## src/rtl/fc_float_pkg.sv

```systemverilog
`default_nettype none
// ============================================================================
// Module  : fc_float_pkg
// Purpose : Shared constants and types for the IEEE754-single to
//           split-decimal converter (ieee_float_to_dec).
//           - IEEE754 single field widths, bias and special exponent
//           - saturation values for out-of-range integer parts
//           - FSM state and operand class enumerations
// Revision: 1.0 - initial release
// ============================================================================
package fc_float_pkg;

    localparam int          EXP_W       = 8;
    localparam int          MAN_W       = 23;
    localparam int          BIAS        = 127;
    localparam logic [7:0]  EXP_SPECIAL = 8'hFF;

    localparam logic [31:0] SAT_POS     = 32'h7FFF_FFFF;
    localparam logic [31:0] SAT_NEG     = 32'h8000_0000;

    typedef enum logic [1:0] {
        IDLE   = 2'd0,
        DECODE = 2'd1,
        DIGIT  = 2'd2,
        DONE   = 2'd3
    } fc_state_e;

    // Operand class decided in DECODE and applied when results are written.
    typedef enum logic [1:0] {
        CLS_NORM = 2'd0,
        CLS_ZERO = 2'd1,
        CLS_INV  = 2'd2,
        CLS_OVF  = 2'd3
    } fc_class_e;

endpackage
`default_nettype wire

```

## src/rtl/fc_frac_digit_step.sv

```systemverilog
`default_nettype none
// ============================================================================
// Module  : fc_frac_digit_step
// Purpose : One decimal digit extraction step on a 32-bit binary fraction.
//           The fraction is multiplied by ten; the four bits that spill above
//           the binary point are the next decimal digit, the low 32 bits are
//           the remaining fraction.
// Ports   : i_frac  [31:0] fraction in, weight of bit 31 is 2^-1
//           o_digit [3:0]  decimal digit 0..9
//           o_frac  [31:0] remaining fraction
// Revision: 1.0 - initial release
// ============================================================================
module fc_frac_digit_step (
    input  logic [31:0] i_frac,
    output logic [3:0]  o_digit,
    output logic [31:0] o_frac
);

    logic [35:0] w_prod;

    // x10 as x8 + x2, kept at 36 bits so the integer digit is not lost.
    assign w_prod  = ({4'b0, i_frac} << 3) + ({4'b0, i_frac} << 1);
    assign o_digit = w_prod[35:32];
    assign o_frac  = w_prod[31:0];

endmodule
`default_nettype wire

```

## src/rtl/ieee_float_to_dec.sv

```systemverilog
`default_nettype none
// ============================================================================
// Module  : ieee_float_to_dec
// Purpose : Iterative IEEE754 single precision to split-decimal converter.
//           Produces a signed integer part and FRAC_DIGITS fractional decimal
//           digits (one per cycle) behind a start/busy/done handshake.
//           Latency from the accepting edge is FRAC_DIGITS+1 cycles, constant
//           for every operand class.
// Ports   : clk, reset (async, active-high)
//           start, flt[31:0]       request and operand (sampled in IDLE)
//           busy, done             status, done is a one-cycle pulse
//           lhs_dec[31:0]          two's-complement integer part
//           rhs_dec[31:0]          fractional digits as unsigned integer
//           neg, ovf, inv          sign, |value|>=2^31, Inf/NaN
// Config  : TRIM_ZEROS_EN - when defined, trailing zero digits are removed
//           from rhs_dec (0.5 -> 5 instead of 5000).
// Revision: 1.0 - initial release
// ============================================================================
module ieee_float_to_dec
    import fc_float_pkg::*;
#(
    parameter int FRAC_DIGITS = 4
) (
    input  logic        clk,
    input  logic        reset,
    input  logic        start,
    input  logic [31:0] flt,
    output logic        busy,
    output logic        done,
    output logic [31:0] lhs_dec,
    output logic [31:0] rhs_dec,
    output logic        neg,
    output logic        ovf,
    output logic        inv
);

    localparam int CNT_W = 4;

    fc_state_e          state_q, state_d;
    fc_class_e          cls_q,   cls_d;
    logic [31:0]        flt_q,   flt_d;
    logic [CNT_W-1:0]   cnt_q,   cnt_d;
    logic [31:0]        int_q,   int_d;
    logic [31:0]        frac_q,  frac_d;
    logic [31:0]        acc_q,   acc_d;
    logic [31:0]        trim_q,  trim_d;
    logic [31:0]        lhs_q,   lhs_d;
    logic [31:0]        rhs_q,   rhs_d;
    logic               neg_q,   neg_d;
    logic               ovf_q,   ovf_d;
    logic               inv_q,   inv_d;

    // ---------------- decode datapath ----------------
    logic [EXP_W-1:0]   w_exp;
    logic [MAN_W:0]     w_man;
    logic [7:0]         w_rsh;
    logic [63:0]        w_fix;
    logic [31:0]        w_big;

    assign w_exp = flt_q[30:23];
    assign w_man = {1'b1, flt_q[MAN_W-1:0]};

    // Fixed point with 32 fraction bits: value*2^32 = m << (e+9) = (m<<40) >> (31-e).
    // 31-e = (BIAS+31) - exp, valid for exp <= BIAS+23; larger shifts give 0.
    assign w_rsh = 8'(BIAS + 31) - w_exp;
    assign w_fix = {w_man, 40'b0} >> w_rsh;
    // Integer-only range 24 <= e <= 30: shift left by e-23.
    assign w_big = {8'b0, w_man} << (w_exp - 8'(BIAS + 23));

    // ---------------- digit datapath ----------------
    logic [3:0]         w_digit;
    logic [31:0]        w_frac_next;
    logic [31:0]        w_acc_next;
    logic [31:0]        w_rhs_final;

    fc_frac_digit_step u_step (
        .i_frac  (frac_q),
        .o_digit (w_digit),
        .o_frac  (w_frac_next)
    );

    assign w_acc_next = (acc_q << 3) + (acc_q << 1) + {28'b0, w_digit};

`ifdef TRIM_ZEROS_EN
    // trim_q holds acc as of the last nonzero digit, i.e. acc without the
    // trailing zeros seen so far.
    assign w_rhs_final = (w_digit != 4'd0) ? w_acc_next : trim_q;
`else
    assign w_rhs_final = w_acc_next;
`endif

    // ---------------- FSM ----------------
    always_comb begin
        state_d = state_q;
        cls_d   = cls_q;
        flt_d   = flt_q;
        cnt_d   = cnt_q;
        int_d   = int_q;
        frac_d  = frac_q;
        acc_d   = acc_q;
        trim_d  = trim_q;
        lhs_d   = lhs_q;
        rhs_d   = rhs_q;
        neg_d   = neg_q;
        ovf_d   = ovf_q;
        inv_d   = inv_q;

        case (state_q)
            IDLE: begin
                if (start) begin
                    flt_d   = flt;
                    state_d = DECODE;
                end
            end

            DECODE: begin
                cnt_d   = CNT_W'(FRAC_DIGITS);
                acc_d   = 32'd0;
                trim_d  = 32'd0;
                int_d   = 32'd0;
                frac_d  = 32'd0;
                cls_d   = CLS_NORM;
                if (w_exp == 8'd0) begin
                    cls_d = CLS_ZERO;
                end else if (w_exp == EXP_SPECIAL) begin
                    cls_d = CLS_INV;
                end else if (w_exp >= 8'(BIAS + 31)) begin
                    cls_d = CLS_OVF;
                end else if (w_exp >= 8'(BIAS + 24)) begin
                    int_d = w_big;
                end else begin
                    int_d  = w_fix[63:32];
                    frac_d = w_fix[31:0];
                end
                state_d = DIGIT;
            end

            DIGIT: begin
                frac_d = w_frac_next;
                acc_d  = w_acc_next;
                if (w_digit != 4'd0) begin
                    trim_d = w_acc_next;
                end
                cnt_d = cnt_q - CNT_W'(1);
                // Results are written on the last digit edge so they are
                // presented together with done.
                if (cnt_q == CNT_W'(1)) begin
                    state_d = DONE;
                    neg_d   = flt_q[31];
                    ovf_d   = 1'b0;
                    inv_d   = 1'b0;
                    lhs_d   = 32'd0;
                    rhs_d   = 32'd0;
                    case (cls_q)
                        CLS_INV:  inv_d = 1'b1;
                        CLS_OVF: begin
                            ovf_d = 1'b1;
                            lhs_d = flt_q[31] ? SAT_NEG : SAT_POS;
                        end
                        CLS_NORM: begin
                            lhs_d = flt_q[31] ? (-int_q) : int_q;
                            rhs_d = w_rhs_final;
                        end
                        default: ;
                    endcase
                end
            end

            DONE: begin
                state_d = IDLE;
            end

            default: begin
                state_d = IDLE;
            end
        endcase
    end

    always_ff @(posedge clk or posedge reset) begin
        if (reset) begin
            state_q <= IDLE;
            cls_q   <= CLS_NORM;
            flt_q   <= 32'd0;
            cnt_q   <= '0;
            int_q   <= 32'd0;
            frac_q  <= 32'd0;
            acc_q   <= 32'd0;
            trim_q  <= 32'd0;
            lhs_q   <= 32'd0;
            rhs_q   <= 32'd0;
            neg_q   <= 1'b0;
            ovf_q   <= 1'b0;
            inv_q   <= 1'b0;
        end else begin
            state_q <= state_d;
            cls_q   <= cls_d;
            flt_q   <= flt_d;
            cnt_q   <= cnt_d;
            int_q   <= int_d;
            frac_q  <= frac_d;
            acc_q   <= acc_d;
            trim_q  <= trim_d;
            lhs_q   <= lhs_d;
            rhs_q   <= rhs_d;
            neg_q   <= neg_d;
            ovf_q   <= ovf_d;
            inv_q   <= inv_d;
        end
    end

    assign busy    = (state_q != IDLE);
    assign done    = (state_q == DONE);
    assign lhs_dec = lhs_q;
    assign rhs_dec = rhs_q;
    assign neg     = neg_q;
    assign ovf     = ovf_q;
    assign inv     = inv_q;

endmodule
`default_nettype wire
```

## config.mk

```make
export PLATFORM = sky130hd
export DESIGN_NAME = ieee_float_to_dec
export DESIGN_NICKNAME = d
export VERILOG_FILES = /design/src/rtl/fc_float_pkg.sv /design/src/rtl/fc_frac_digit_step.sv /design/src/rtl/ieee_float_to_dec.sv
export SDC_FILE = /design/constraint.sdc
export NUM_CORES = 1
export LEC_CHECK = 0
export ABC_CLOCK_PERIOD_IN_PS = 8560
export CORE_UTILIZATION = 55
export CTS_CLUSTER_SIZE = 40
export DETAILED_ROUTE_END_ITERATION = 10
export PLACE_DENSITY = 0.77
export SETUP_SLACK_MARGIN = 0.1
export SLEW_MARGIN = 15
export SYNTH_ARGS = -nofsm -noshare
export SYNTH_HDL_FRONTEND = slang
export SYNTH_SLANG_ARGS = --single-unit
export TNS_END_PERCENT = 50
```

## constraint.sdc

```tcl
create_clock -name clk -period 8.56 [get_ports clk]
set_clock_uncertainty 0.05 [all_clocks]
set_input_delay 1.712 -clock clk [delete_from_list [all_inputs] [get_ports clk]]
set_output_delay 1.712 -clock clk [all_outputs]
set_load 0.02 [all_outputs]
```

==> results.md, run 1 <==
- Outcome: finished, final reports clean
- Compound-Gate Fraction of Synth Area: 24.40%
- Tot GR Track Use: 32.22%
- Endpoint type of the worst setup path: flop
- Hold_sp: ovf
- Final Setup Violations: 0
- Period utilisation layout: 66.86%
- Syn nets: 1,990
- Cells after synthesis: 1,849
- Leading area contributor after synthesis: dfrtp_1
- R2R Setup Slk: 2.84 ns
- Die W: 173.1 um
- Main flop type after synthesis: dfrtp_1
- Ys async rst share: 100.0%
- Via count: 15,122
- Multiplexer share of the synthesized area: 10.66%
- Max Clk Rate: 174.7 MHz
- Clock tree root driver cell: clkbuf_16
- DRC viols: 0
- Post-synth top cells: 222 x nand2_1, 202 x dfrtp_1, 138 x a21oi_1
- Layout cell share with drive strength beyond 1: 9.062%
- Worst hold endpoint: ovf
- Synth Area in XOR/XNOR: 4.287%
- Clk Latency, worst-skew pair: 0.55 ns
- Initial antenna violation count: 0
- TNS Setup: 0 ns
- TritonCTS Buffers: 25
- Sequential cell area: 5056 um2
- Post-synth top area share: 31.38%
- RSZ-0062 raised after global routing: no
- Startpoint types: flop
- Post-synth EDFFs: 0
- Hold-fix buffers, CTS: 0
- First-pass GRT wire length: 78,780 um
- Max Slew Vio Count: 0
- Post-synth cell types: 79
- Post-route minimum period: 5.723 ns
- Adder-cell share of the synthesized area: 8.373%
- CP Class: flop to flop
- Routed Antenna Nets: 0
- # diodes: 0
- Yosys warns: 0
- RR Endpoint: rhs_dec[31]
- HP Class: flop to flop
- Avg Synthesized Cell Area: 8.712 um2
- Core area: 28,780 um2
- DR vias/cell: 6.627
- Simple-Gate Fraction of Synth Area: 16.75%
- Sequential share of the synthesized area: 31.38%
- Routability cong.: 0.9944
- Footprint of the multi-input gates: 10,420 um2
- Die Footprint: 29,980 um2
- Iter 0 DRT Violations: 2,206
- DP HPWL: 34,840 um
- Drt pass-1 iters: 7
- WL final: 48,250 um
- CP arrival: 6.11 ns
- CTS Buffer Depth: 3
- CTS Sinks: 202
- Row count: 62
- Routed wire per std cell: 21.14 um
- Main combinational cell family by area after synthesis: compound AO/OA/AOI/OAI gates
- Worst Reg-to-Reg Cells: 20
- Fillers: 2,446
- Vias in the first global route: 14,276
- Post-CTS Setup Repair Bufs: 0
- Rel. slew slack: 19.35%
- Seq cells post-synth: 202
- Critical Path RT: 8.94 ns
- Most common cell in the synthesized netlist: nand2_1
- CTS H-Tree Depth: 1
- WHS Path Cells: 2
- Worst-Margin Slew: 1.202 ns
- Area growth syn-to-layout: 13.10%
- Clk slew on worst S/H paths: 0.06 ns
- Chip height: 173.1 um
- Hold Vio Cnt, Final: 0
- # resized after CTS: 0
- Final nets: 2,020
- IO Pins: 104
- CTS tree: done
- Initial Util: 55.97%
- Worst flop-to-flop path startpoint: frac_q[12]
- Port Buffers: 103
- Synth top area cells: dfrtp_1 31%, ha_1 8.0%, nand2_1 5.2%
- Largest net degree at the start of global routing: 130
- Max-Cap Viols: 0
- Total grt overflow: 0
- Synthesized cell area: 16,110 um2
- Worst-path maximum fanout: 6
[cells in the final DEF (no fill, tap or decap), drive strengths merged, types with 44 or more instances in the layout]
cell type	instances
nand2	222
dfrtp	202
a21oi	138
o21ai	138
nor2	107
ha	103
clkdlybuf4s50	103
mux2i	59
mux2	58
nand3	53
inv	44
[kinds of logic (layout without fill, tap and decap cells)]
family                   Yosys count  in the layout
AO/OA/AOI/OAI                    592            592
AND/OR/NAND/NOR                  564            564
XOR/XNOR                          78             78
buffers and inverters            169            218
flip-flops                       202            202
adder cells (fa/ha/maj)          106            106
multiplexers                     138            138
[flip-flops by register name, summed over array words and instances (netlist names)]
signal   flops
lhs_dec     32
frac_q      32
neg          1
cls_q        2
int_q       32
inv          1
acc_q       31
flt_q       32
state_q      2
cnt_q        4
ovf          1
rhs_dec     32
[critical path: stages, from the launching register on]
cell and delay (ns):
dfrtp_1 0.40, ha_1 0.41, and2_1 0.17, nand4_1 0.14, or4_1 0.54, a31o_2 0.26
o211ai_1 0.14, a31o_2 0.21, a21oi_1 0.08, nand3b_1 0.19, fa_1 0.50, inv_1 0.07
ha_1 0.29, a21oi_1 0.18, nor2_1 0.08, o21ai_0 0.21, o211ai_1 0.19, o211ai_1 0.50
a211oi_1 0.17, or4_1 0.53, a32o_1 0.27
[how the worst max path moves through the flow]
stage	from	end	slack (ns)	cells past startpoint
after global routing	frac_q[4]	rhs_dec[28]	2.48	20
after CTS	frac_q[12]	rhs_dec[31]	2.88	20
final	frac_q[12]	rhs_dec[31]	2.84	20
after detailed placement	frac_q[12]	rhs_dec[31]	2.94	20
after floorplan	reset	acc_q[0]	1.29	1
after global placement	frac_q[12]	rhs_dec[31]	3.05	20
[metrics by stage]
stage	util [%]	instances	instance area [um2]	hold slack, ns	worst slack, ns
global route	63.31	2282	18220	0.4622	2.482
detailed placement	60.27	2236	17350	0.4161	2.942
floorplan	-	1849	16110	0.4332	1.287
finish	63.31	2282	18220	0.4241	2.837
global placement	60.27	2236	17350	0.4034	3.050
CTS	63.31	2282	18220	0.4295	2.884
[layer usage]
metal	global-route usage [%]	share of wire, %	vias to the layer above
met5	0	0	-
met4	10.21	3.6	0
met3	5.365	8.7	135
met2	49.21	44	762
met1	46.56	44	7258
li1	-	-	6967
[cell type report]
| class | count | area share (%) |
|---|---|---|
| clock inverters | 10 | 0.8103 |
| repair buffers | 127 | 6.647 |
| multi-input cells | 1478 | 57.20 |
| well taps | 384 | 2.637 |
| flip-flops and latches | 202 | 27.75 |
| inverters | 45 | 0.9683 |
| clock buffers | 36 | 3.990 |
Power of run 1 is not shown: default switching activity piles up to over one toggle a cycle in this logic, so the estimate is an artifact.
==> run 2, diff against run 1 <==
- ABC_CLOCK_PERIOD_IN_PS: 8560 -> 4800
- PLACE_DENSITY: 0.77 -> 0.8
- clock period: 8.56 -> 4.8 ns (I/O delays scaled with it)
==> run 2 against run 1 <==
The run now ends with setup timing left. Worst setup slack worse by 3.1 ns. Design area up 6.8%. Via count is 4.8% higher. Final cell count grew 4.4%. First-iteration DRC count decreased by 17%. Largest cell class unchanged. Fmax is 12% higher. Count of clock-buffer cells in the layout shrank 7. Sequential cell count unchanged.
==> results.md, run 2 (synthesized netlist as in run 1, its figures left out) <==
- HP Class: flop to flop
- Rel. slew slack: 21.26%
- Hold Vio Cnt, Final: 0
- Clk slew on worst S/H paths: 0.07 ns
- Max Slew Vio Count: 0
- Worst-Margin Slew: 1.181 ns
- Most frequent cells in the layout: 221 x nand2_1, 201 x dfrtp_1, 127 x a21oi_1
- Chip height: 173.1 um
- CTS Sinks: 202
- RSZ-0062 raised after global routing: yes
- CTS Buffer Depth: 3
- DP Area: 17,990 um2
- Max Clk Rate: 196.1 MHz
- Area growth syn-to-layout: 20.79%
- Via count: 15,848
- Routed Antenna Nets: 0
- Core area: 28,780 um2
- Layout cell share with drive strength beyond 1: 16.82%
- Drt pass-1 iters: 6
- Period utilisation layout: 106.2%
- Max-Cap Viols: 0
- Die W: 173.1 um
- DR vias/cell: 6.653
- TritonCTS Buffers: 24
- Worst-path maximum fanout: 3
- DRC viols: 0
- First-pass GRT wire length: 81,920 um
- Final nets: 2,121
- Port Buffers: 103
- Non-filler cells, final: 2,382
- Iter 0 DRT Violations: 1,837
- DP HPWL: 36,420 um
- Die Footprint: 29,980 um2
- IO Pins: 104
- Critical Path RT: 5.19 ns
- Outcome: complete, but fails checks
- # diodes: 0
- Leading cell type in the layout, fill and taps excluded: nand2_1
- Final Cell Area: 19,460 um2
- Hold-fix buffers, CTS: 0
- Inst Count DP: 2,320
- Setup WS post-layout: -0.2986 ns
- Failing checks: setup timing
- Post-route minimum period: 5.099 ns
- Hold slack: 0.4263 ns
- WL final: 51,240 um
- Routability cong.: 1.005
- CTS H-Tree Depth: 1
- Largest net degree at the start of global routing: 104
- Routed wire per std cell: 21.51 um
- Final core utilization: 67.61%
- Endpoint type of the worst setup path: flop
- Total grt overflow: 0
- CP arrival: 5.49 ns
- Initial Util: 55.97%
- Tot GR Track Use: 33.57%
- Initial antenna violation count: 1
- Vias in the first global route: 15,058
- CP Class: flop to flop
- Final Setup Violations: 27
- Clock tree root driver cell: clkbuf_16
- CTS tree: done
- Row count: 62
- Clk Latency, worst-skew pair: 0.54 ns
- Startpoint types: flop
==> run 2: cell types whose count changed in the layout (fill, tap and decap cells not counted), moves of 7 or more <==
cell and delta:
o21ai_1 +8, xor2_2 +7, buf_4 +96, a21oi_1 -11
o21ai_0 -14, xor2_1 -7, a21oi_2 +9
==> run 2: critical path, cell delays in order (launching register included) <==
cell and delay (ns):
dfrtp_1 0.41, ha_4 0.17, fa_2 0.20, a21o_1 0.19
a31oi_4 0.12, or4_4 0.51, a31o_4 0.25, o211ai_1 0.13
a31o_2 0.21, a21oi_2 0.06, nand3b_1 0.17, fa_1 0.51
inv_2 0.06, fa_2 0.36, a211oi_2 0.24, o21ai_2 0.10
o2111ai_2 0.20, nand2_2 0.13, a311oi_2 0.32, o21bai_1 0.12
mux2_2 0.29, a211o_1 0.22
==> run 2: routing by layer <==
layer  global-route usage [%]  part of all wire (%)  vias to the layer above
met1                    45.84                    42                     7649
li1                         -                     -                     7170
met2                    53.39                    46                      881
met3                    5.761                   8.8                      148
met4                    12.68                   4.0                        0
met5                        0                     0                        -
==> run 2: repair_timing <==
item | in CTS | in global routing
resized for setup | 57 | 39
pin swaps | 50 | 26
cloned | 0 | 0
buffers inserted | 8 | 10
setup endpoints to repair | 43 | 45
==> run 2: through the flow <==
stage                     worst slack, ns  setup TNS [ns]
after floorplan                   -0.2332          -1.231
after global placement            -0.3774          -5.209
after detailed placement          -0.5371          -11.05
after CTS                         -0.2671          -2.508
after global routing              -0.4350          -9.171
final                             -0.2986          -4.131
==> run 2: path summary, 6_finish.rpt <==
check / start / endpoint / slack, ns / depth (start not counted)
max: frac_q[2] / rhs_dec[30] / -0.30 / 21
min: rhs_dec[15] / rhs_dec[15] / 0.43 / 2
max reg2reg: frac_q[2] / rhs_dec[30] / -0.30 / 21
min reg2reg: rhs_dec[15] / rhs_dec[15] / 0.43 / 2
max in group asynchronous: reset / frac_q[21] / 3.33 / 3
min in group asynchronous: reset / lhs_dec[12] / 0.89 / 3
==> run 2: final cells by class <==
class | count | area, um2
Tap cell | 384 | 480.5
Multi-Input combinational cell | 1478 | 10840
Clock inverter | 15 | 249.0
Sequential cell | 202 | 5056
Inverter | 45 | 172.7
Fill cell | 2216 | 9321
Clock buffer | 29 | 639.4
Timing Repair Buffer | 229 | 2017
Power of run 2 is left out for the same reason.
